`src/rtl/uart_pkg.sv`:
```
// Shared UART definitions: parity encodings, transmitter state type and frame length helper.
// The future configurable receiver imports this package as well.
package uart_pkg;

  localparam int PARITY_NONE = 0;
  localparam int PARITY_EVEN = 1;
  localparam int PARITY_ODD  = 2;

  typedef enum logic {
    TX_IDLE = 1'b0,
    TX_SEND = 1'b1
  } tx_state_e;

  // Start bit + payload + optional parity + stop bits.
  function automatic int frame_bits(input int data_bits, input int parity, input int stop_bits);
    return 1 + data_bits + ((parity != PARITY_NONE) ? 1 : 0) + stop_bits;
  endfunction

endpackage

```
`src/rtl/uart_baud_tick.sv`:
```
// Symbol-time counter: counts while enabled, clears on request and flags the last
// cycle of each symbol so the owner can advance to the next bit.
module uart_baud_tick #(
  parameter int SYMBOL_TIME = 1085
) (
  input  logic clk,
  input  logic reset_n,
  input  logic en_i,
  input  logic clr_i,
  output logic symbol_edge_o
);

  localparam int CNT_W = (SYMBOL_TIME > 1) ? $clog2(SYMBOL_TIME) : 1;
  localparam logic [CNT_W-1:0] CNT_LAST = CNT_W'(SYMBOL_TIME - 1);
  localparam logic [CNT_W-1:0] CNT_ONE  = CNT_W'(1);

  logic [CNT_W-1:0] cnt_q, cnt_d;

  assign symbol_edge_o = en_i && (cnt_q == CNT_LAST);

  always_comb begin
    cnt_d = cnt_q;
    if (clr_i) begin
      cnt_d = '0;
    end else if (en_i) begin
      cnt_d = symbol_edge_o ? '0 : cnt_q + CNT_ONE;
    end
  end

  always_ff @(posedge clk or negedge reset_n) begin
    if (!reset_n) begin
      cnt_q <= '0;
    end else begin
      cnt_q <= cnt_d;
    end
  end

endmodule

```
`src/rtl/uart_transmitter_cfg.sv`:
```
// Configurable UART transmitter with a one-entry holding buffer so that frames
// stream back-to-back from a ready/valid byte source onto the TX pin.
module uart_transmitter_cfg
  import uart_pkg::*;
#(
  parameter int CLOCK_FREQ = 125_000_000,
  parameter int BAUD_RATE  = 115_200,
  parameter int DATA_BITS  = 8,
  parameter int PARITY     = 0,
  parameter int STOP_BITS  = 1
) (
  input  logic                 clk,
  input  logic                 reset_n,
  input  logic [DATA_BITS-1:0] data_in,
  input  logic                 data_in_valid,
  output logic                 data_in_ready,
  output logic                 serial_out,
  output logic                 busy,
  output logic                 frame_done
);

  localparam int SYMBOL_TIME = CLOCK_FREQ / BAUD_RATE;
  localparam int FRAME_BITS  = frame_bits(DATA_BITS, PARITY, STOP_BITS);
  localparam int BIT_CNT_W   = $clog2(FRAME_BITS + 1);
  localparam logic [BIT_CNT_W-1:0] LAST_BIT = BIT_CNT_W'(FRAME_BITS - 1);
  localparam logic [BIT_CNT_W-1:0] BIT_ONE  = BIT_CNT_W'(1);

  if (DATA_BITS < 5 || DATA_BITS > 9) begin : g_bad_data_bits
    $error("uart_transmitter_cfg: DATA_BITS must be 5..9");
  end
  if (PARITY < 0 || PARITY > 2) begin : g_bad_parity
    $error("uart_transmitter_cfg: PARITY must be 0, 1 or 2");
  end
  if (STOP_BITS != 1 && STOP_BITS != 2) begin : g_bad_stop_bits
    $error("uart_transmitter_cfg: STOP_BITS must be 1 or 2");
  end
  if (SYMBOL_TIME < 2) begin : g_bad_symbol_time
    $error("uart_transmitter_cfg: CLOCK_FREQ/BAUD_RATE must be at least 2");
  end

  // Reset asserts immediately and releases two clocks after reset_n rises.
  logic [1:0] rst_sync_q;
  logic       rst_n_int;

  always_ff @(posedge clk or negedge reset_n) begin
    if (!reset_n) begin
      rst_sync_q <= '0;
    end else begin
      rst_sync_q <= {rst_sync_q[0], 1'b1};
    end
  end

  assign rst_n_int = rst_sync_q[1];

  tx_state_e             state_q, state_d;
  logic [DATA_BITS-1:0]  hold_q, hold_d;
  logic                  hold_full_q, hold_full_d;
  logic [FRAME_BITS-1:0] shift_q, shift_d;
  logic [BIT_CNT_W-1:0]  bit_cnt_q, bit_cnt_d;
  logic                  symbol_edge;
  logic                  fire;
  logic                  last_bit;

  // Whole frame laid out LSB-first; shifting right puts each bit on serial_out.
  function automatic logic [FRAME_BITS-1:0] build_frame(input logic [DATA_BITS-1:0] d);
    logic [FRAME_BITS-1:0] f;
    f = '1;
    f[0] = 1'b0;
    f[DATA_BITS:1] = d;
    if (PARITY == PARITY_EVEN) begin
      f[DATA_BITS+1] = ^d;
    end else if (PARITY == PARITY_ODD) begin
      f[DATA_BITS+1] = ~^d;
    end
    return f;
  endfunction

  uart_baud_tick #(
    .SYMBOL_TIME(SYMBOL_TIME)
  ) u_baud_tick (
    .clk          (clk),
    .reset_n      (rst_n_int),
    .en_i         (busy),
    .clr_i        (!busy),
    .symbol_edge_o(symbol_edge)
  );

  assign busy          = (state_q == TX_SEND);
  assign data_in_ready = !hold_full_q;
  assign serial_out    = busy ? shift_q[0] : 1'b1;
  assign fire          = data_in_valid && data_in_ready;
  assign last_bit      = (bit_cnt_q == LAST_BIT);

  always_comb begin
    state_d     = state_q;
    hold_d      = hold_q;
    hold_full_d = hold_full_q;
    shift_d     = shift_q;
    bit_cnt_d   = bit_cnt_q;
    frame_done  = 1'b0;
    unique case (state_q)
      TX_IDLE: begin
        if (fire) begin
          shift_d   = build_frame(data_in);
          bit_cnt_d = '0;
          state_d   = TX_SEND;
        end
      end
      TX_SEND: begin
        if (symbol_edge && last_bit) begin
          frame_done = 1'b1;
          bit_cnt_d  = '0;
          // Ready is low whenever the hold is full, so a fire here implies an empty hold.
          if (hold_full_q) begin
            shift_d     = build_frame(hold_q);
            hold_full_d = 1'b0;
          end else if (fire) begin
            shift_d = build_frame(data_in);
          end else begin
            shift_d = '1;
            state_d = TX_IDLE;
          end
        end else begin
          if (symbol_edge) begin
            shift_d   = {1'b1, shift_q[FRAME_BITS-1:1]};
            bit_cnt_d = bit_cnt_q + BIT_ONE;
          end
          if (fire) begin
            hold_d      = data_in;
            hold_full_d = 1'b1;
          end
        end
      end
      default: state_d = TX_IDLE;
    endcase
  end

  always_ff @(posedge clk or negedge rst_n_int) begin
    if (!rst_n_int) begin
      state_q     <= TX_IDLE;
      hold_q      <= '0;
      hold_full_q <= 1'b0;
      shift_q     <= '1;
      bit_cnt_q   <= '0;
    end else begin
      state_q     <= state_d;
      hold_q      <= hold_d;
      hold_full_q <= hold_full_d;
      shift_q     <= shift_d;
      bit_cnt_q   <= bit_cnt_d;
    end
  end

endmodule
```
`config.mk`:
```
export PLATFORM = sky130hd
export DESIGN_NAME = uart_transmitter_cfg
export DESIGN_NICKNAME = d
export VERILOG_FILES = /design/src/rtl/uart_pkg.sv /design/src/rtl/uart_baud_tick.sv /design/src/rtl/uart_transmitter_cfg.sv
export SDC_FILE = /design/constraint.sdc
export NUM_CORES = 1
export LEC_CHECK = 0
export ABC_AREA = 0
export CAP_MARGIN = 15
export CORE_UTILIZATION = 60
export CTS_CLUSTER_DIAMETER = 100
export CTS_CLUSTER_SIZE = 12
export DETAILED_ROUTE_END_ITERATION = 10
export PLACE_DENSITY = 0.81
export SYNTH_ARGS = -nofsm -noshare
export SYNTH_HDL_FRONTEND = slang
export SYNTH_SLANG_ARGS = --single-unit
```
`constraint.sdc`:
```
create_clock -name clk -period 3.2 [get_ports clk]
set_input_delay 0.32 -clock clk [delete_from_list [all_inputs] [get_ports clk]]
set_output_delay 0.32 -clock clk [all_outputs]
set_load 0.01 [all_outputs]
```
Word level (Yosys, flattened, before mapping)
Index checks and enable logic that the tools add are counted.
{"block": "word_totals", "ff_bits": 37, "inputBits": 11}
{"block": "op_classes", "eq_ne": 4, "addsub": 2, "muxes": 21, "n_reduce_logical": 8, "n_bitwise": 2}
{"op": "two-way mux 10 bit", "n": 3}
{"op": "two-way mux 11 bit", "n": 2}
{"op": "one-hot mux 10 bit (2 select lines)", "n": 1}
{"op": "two-way mux 9 bit", "n": 2}
{"op": "two-way mux 4 bit", "n": 3}
{"op": "adder 11 x 1 -> 11 bit (second input constant)", "n": 1}
{"op": "== test 11 bit (second input constant)", "n": 1}
{"op": "two-way mux 1 bit", "n": 8}
{"op": "one-hot mux 4 bit (2 select lines)", "n": 1}
{"op": "adder 4 x 1 -> 4 bit (second input constant)", "n": 1}
{"op": "== test 4 bit (second input constant)", "n": 1}
{"op": "AND reduction 2 bit", "n": 2}
{"op": "logical AND 1 bit", "n": 3}
{"op": "inequality test 3 x 1 -> 1 bit (second input constant)", "n": 1}
{"op": "AND reduction 3 bit", "n": 1}
{"op": "inequality test 2 bit (second input constant)", "n": 1}
{"op": "inverter 1 bit", "n": 2}
{"op": "one-hot mux 1 bit (2 select lines)", "n": 1}
{"op": "nonzero test 2 bit", "n": 1}
{"op": "zero test 1 bit", "n": 1}

Logic depth before layout (Yosys ltp)
{"block": "logic_depth", "ltp_word": 6, "depth_mapped": 8}

By module
From an unflattened synthesis, not the netlist that was laid out.
{"block": "unflattened", "hier_cells": 187, "area_unflattened_um2": 2044.5}
{"module": "uart_transmitter_cfg", "area_each_um2": 1350.0, "instances": 1, "cells_per_inst": 116}
{"module": "uart_baud_tick", "area_each_um2": 694.4, "instances": 1, "cells_per_inst": 71}

Worst setup path before layout
Ideal clock, no wire load.
{"block": "synth_timing", "kind": "register to register", "from": "register u_baud_tick.cnt_q[2]", "to": "register hold_q[0]", "required_ns": 3.075, "synth_period_minus_slack_ns": 1.998, "path_stages_with_launch": 7, "n_path_buf": 2, "setup_slack_ns": 1.202, "setup_time_ns": 0.125, "arrival_ns": 1.873, "path_cell_list": "dfrtp_1 > or3b_1 > o41a_1 > buf_6 > and2_4 > buf_6 > mux2_4"}
{"block": "synth_via", "elab_chain_cells": 5}
{"item": "from (decl)", "line_no": "uart_baud_tick.sv:17", "rtl": "logic [CNT_W-1:0] cnt_q, cnt_d;"}
{"item": "from (signal assigned)", "line_no": "uart_baud_tick.sv:34", "rtl": "cnt_q <= cnt_d;"}
{"item": "== test 11 bit", "line_no": "uart_baud_tick.sv:19", "rtl": "assign symbol_edge_o = en_i && (cnt_q == CNT_LAST);"}
{"item": "logical AND 1 bit", "line_no": "uart_baud_tick.sv:19"}
{"item": "logical AND 1 bit", "line_no": "uart_transmitter_cfg.sv:110", "rtl": "if (symbol_edge && last_bit) begin"}
{"item": "inverter 1 bit (no source line)"}
{"item": "AND reduction 3 bit (no source line)"}
{"item": "to (signal assigned)", "line_no": "uart_transmitter_cfg.sv:147", "rtl": "hold_q <= hold_d;"}
{"item": "to (decl)", "line_no": "uart_transmitter_cfg.sv:56", "rtl": "logic [DATA_BITS-1:0] hold_q, hold_d;"}
No other way between the ends.
A chain may end at the register's enable or synchronous reset.

Worst setup path after layout
{"block": "layout_timing", "from": "register bit_cnt_q[1]", "to": "output port frame_done"}
{"block": "layout_via", "elab_chain_cells": 4}
{"item": "from (decl)", "line_no": "uart_transmitter_cfg.sv:59", "rtl": "logic [BIT_CNT_W-1:0] bit_cnt_q, bit_cnt_d;"}
{"item": "from (signal assigned)", "line_no": "uart_transmitter_cfg.sv:150", "rtl": "bit_cnt_q <= bit_cnt_d;"}
{"item": "== test 4 bit", "line_no": "uart_transmitter_cfg.sv:92", "rtl": "assign last_bit = (bit_cnt_q == LAST_BIT);"}
{"item": "logical AND 1 bit", "line_no": "uart_transmitter_cfg.sv:110"}
{"item": "two-way mux 1 bit", "line_no": "uart_transmitter_cfg.sv:110"}
{"item": "two-way mux 1 bit", "line_no": "uart_transmitter_cfg.sv:101", "rtl": "unique case (state_q)"}
{"item": "to (decl)", "line_no": "uart_transmitter_cfg.sv:19", "rtl": "output logic frame_done"}
No other way between the ends.

==> out/qor.txt <==
Post-Synthesis Cells: 175
Root Driver: clkbuf_4
CP Buf/Inv Count: 2
Placement Rows: 20
Final setup violation count: 0
Fin Setup TNS: 0 ns
total CTS buffers: 5
Tightest Pin Transition: 0.624 ns
vias per cell: 6.25
Distinct cells, synth: 41
CP max stage delay: 0.63 ns
routability cong.: 0.843
DR pass1 iterations: 4
total placed instance area: 2080 um^2
Worst VDD drop: 0.000306 V
Die ar.: 3410 um^2
register area share after synthesis: 47.8%
Die X: 58.4 um
post-DP HPWL: 2790 um
post-route insts no fill: 234
Critical Path End Type: primary output
Relative slew margins: 58.4%
fin crit period: 2.83 ns
hold_buf cts: 0
worst-path cell chain: inv_1 > ha_1 > nand3b_1 > nor4_1 > clkdlybuf4s50_1
Util after Layout: 72.1%
area grow syn2layout: 14.3%
via count: 1,462
Critical Path AT: 2.51 ns
DRC viols: 0
largest net degree at the start of global routing: 29
Total Power: 0.000861 W
#FFs+latches synth: 36
I/O pin cnt: 15
Routed Antenna Nets: 0
Worst EP required: 2.88 ns
die height: 58.4 um
CP Max Fanout: 12
Iter 0 DRT Violations: 100
I/O Buffers: 14
final WL: 4040 um
fin area: 2180 um^2
Hold Fails Final Rpt: 0
Layout Nets: 204
Inserted Diodes: 0
initial antenna violation count: 0
Avg Synthesized Cell Area: 10.9 um^2
static leakage: 0.914 nW
pwr dens: 395 nW/um^2
Clk pin slew, worst setup/hold paths: 0.11 ns
Setup CP Type: reg2out
CTS max path bufs: 2
Hold Crit Class: in2async
All-Layer GR Usage: 27.3%
GRT overflow: 0
Warnings, synthesis: 0
status: complete, no violations
net count after synthesis: 190
Final Max Tran Viols: 0
Top delay family on crit path: simple AND/OR/NAND/NOR gates
top cell type's share of synthesized area: 35.4%
clock sinks: 36
CTS H-Tree Depth: 2
Tcrit/Tclk final: 88.5%
critical path launch point type: flip-flop
Core Area: 3030 um^2
vias in the first global route: 1,523
leading post-synthesis cells by cell area: dfrtp_1, dfstp_2, mux2_4, a41oi_1, o221ai_1
share of layout cells above drive strength 1: 17.4%
dominant cell type by area after synthesis: dfrtp_1
Worst-Skew Late Latency: 0.35 ns
first-pass GRT wire length: 6760 um
Netlist Area Pre-Place: 1910 um^2
initial core utilization: 63.1%
clock skew: 0.00423 ns
CTS tree: yes
DR WL/cell: 17.3 um
# Post-CTS Setup Buffers: 0
CP max stage cell: clkdlybuf4s50_1
placed insts: 225
max capacitance violation total: 0
post-CTS resize count: 0
f_max: 353 MHz
RSZ-0062 raised after global routing: no
==> final cells by class <==
cell class	count	area, um^2
clock buffers	6	41.3
clock inverters	2	35.0
fillers	224	846
inverters	6	22.5
multi-input cells	120	911
flip-flops and latches	36	912
well taps	44	55.1
repair buffers	20	205
==> metal layers <==
metal  part of all wire, %  GRT usage (%)  up-vias
li1                      -              -      686
met1                    41           30.8      717
met2                    51           47.8       48
met3                   5.3           7.91       11
met4                   2.1           12.6        0
met5                     0              0        -
==> placed cells by master (no fill, tap or decap), drive strengths merged, types with 2 or more instances in the layout <==
master and instances:
a2bb2oi 7, o22ai 3, inv 6, a31oi 2
xnor2 2, a41oi 8, nor4b 7, xor2 7
dfstp 9, nand3 5, a21oi 2, or4 2
nand4 6, dfrtp 27, nor2 13, and4 3
buf 6, and3 3, nand2 13, clkbuf 6
o221ai 8, ha 4, mux2 9, clkdlybuf4s50 14
==> cell families after synthesis <==
family | count (synthesis) | share of synthesized area, %
AND/OR/NAND/NOR | 62 | 19.0
flip-flops | 36 | 47.8
adder cells (fa/ha/maj) | 4 | 2.62
AO/OA/AOI/OAI | 34 | 14.4
other | 1 | 0.196
buffers and inverters | 19 | 4.52
multiplexers | 10 | 7.41
XOR/XNOR | 9 | 4.13
==> Yosys cell counts (all sizes together) <==
| cell type | count |
|---|---|
| dfrtp | 27 |
| o22ai | 3 |
| buf | 2 |
| mux2 | 9 |
| o21bai | 1 |
| or4 | 2 |
| nor4 | 1 |
| nor4b | 7 |
| nand2 | 13 |
| a21o | 1 |
| o221ai | 8 |
| clkbuf | 11 |
| nand3b | 1 |
| nor2b | 1 |
| inv | 6 |
| nand3 | 5 |
| nor4bb | 1 |
| and4 | 3 |
| xnor2 | 2 |
| or2b | 1 |
| o41a | 1 |
| dfstp | 9 |
| mux2i | 1 |
| a2bb2oi | 7 |
| xor2 | 7 |
| nand4 | 6 |
| conb | 1 |
| a41oi | 8 |
| or3b | 1 |
| nand4bb | 1 |
| a21oi | 2 |
| nand2b | 1 |
| ha | 4 |
| nor3b | 1 |
| nor2 | 13 |
| o21ai | 1 |
| a31oi | 2 |
| and3 | 3 |
| and2 | 1 |
==> final timing paths <==
check	from	to	slack, ns	depth (start not counted)
hold / removal	reset_n	rst_sync_q[0]	0.13	1
setup / recovery	bit_cnt_q[1]	frame_done	0.37	5
setup reg to reg	bit_cnt_q[1]	hold_q[2]	0.87	6
max in group asynchronous	rst_sync_q[1]	shift_q[4]	2.21	2
hold reg to reg	rst_sync_q[1]	hold_full_q	0.26	0
min in group clk	rst_sync_q[0]	rst_sync_q[1]	0.36	0
==> sequential cells by signal, summed over array words and instances (netlist names) <==
name,count
hold_q,8
shift_q,9
u_baud_tick.cnt_q,11
bit_cnt_q,4
hold_full_q,1
rst_sync_q,2
busy,1
==> worst reg2reg max path, stage by stage (launching register included) <==
cell and delay (ns):
dfrtp_1 0.43, inv_1 0.09, ha_1 0.14, nand3b_1 0.36, o41a_1 0.61, and2_4 0.29, mux2_4 0.31
==> per-stage QoR <==
step                worst slack (ns)  hold WS [ns]
finish                         0.367         0.125
CTS                            0.384         0.112
global route                   0.174         0.106
detailed placement             0.823         0.340
floorplan                       1.20        0.0244
global placement               0.880         0.333
==> report_power, final <==
group          switching [W]  internal (W)  leakage, nW  total (W)
sequential         0.0000130      0.000469        0.437   0.000482
combinational      0.0000294     0.0000318        0.436  0.0000612
clock               0.000154      0.000164       0.0422   0.000318
total               0.000196      0.000665        0.914   0.000861
No activity file was read; power rests on OpenSTA's default activity.
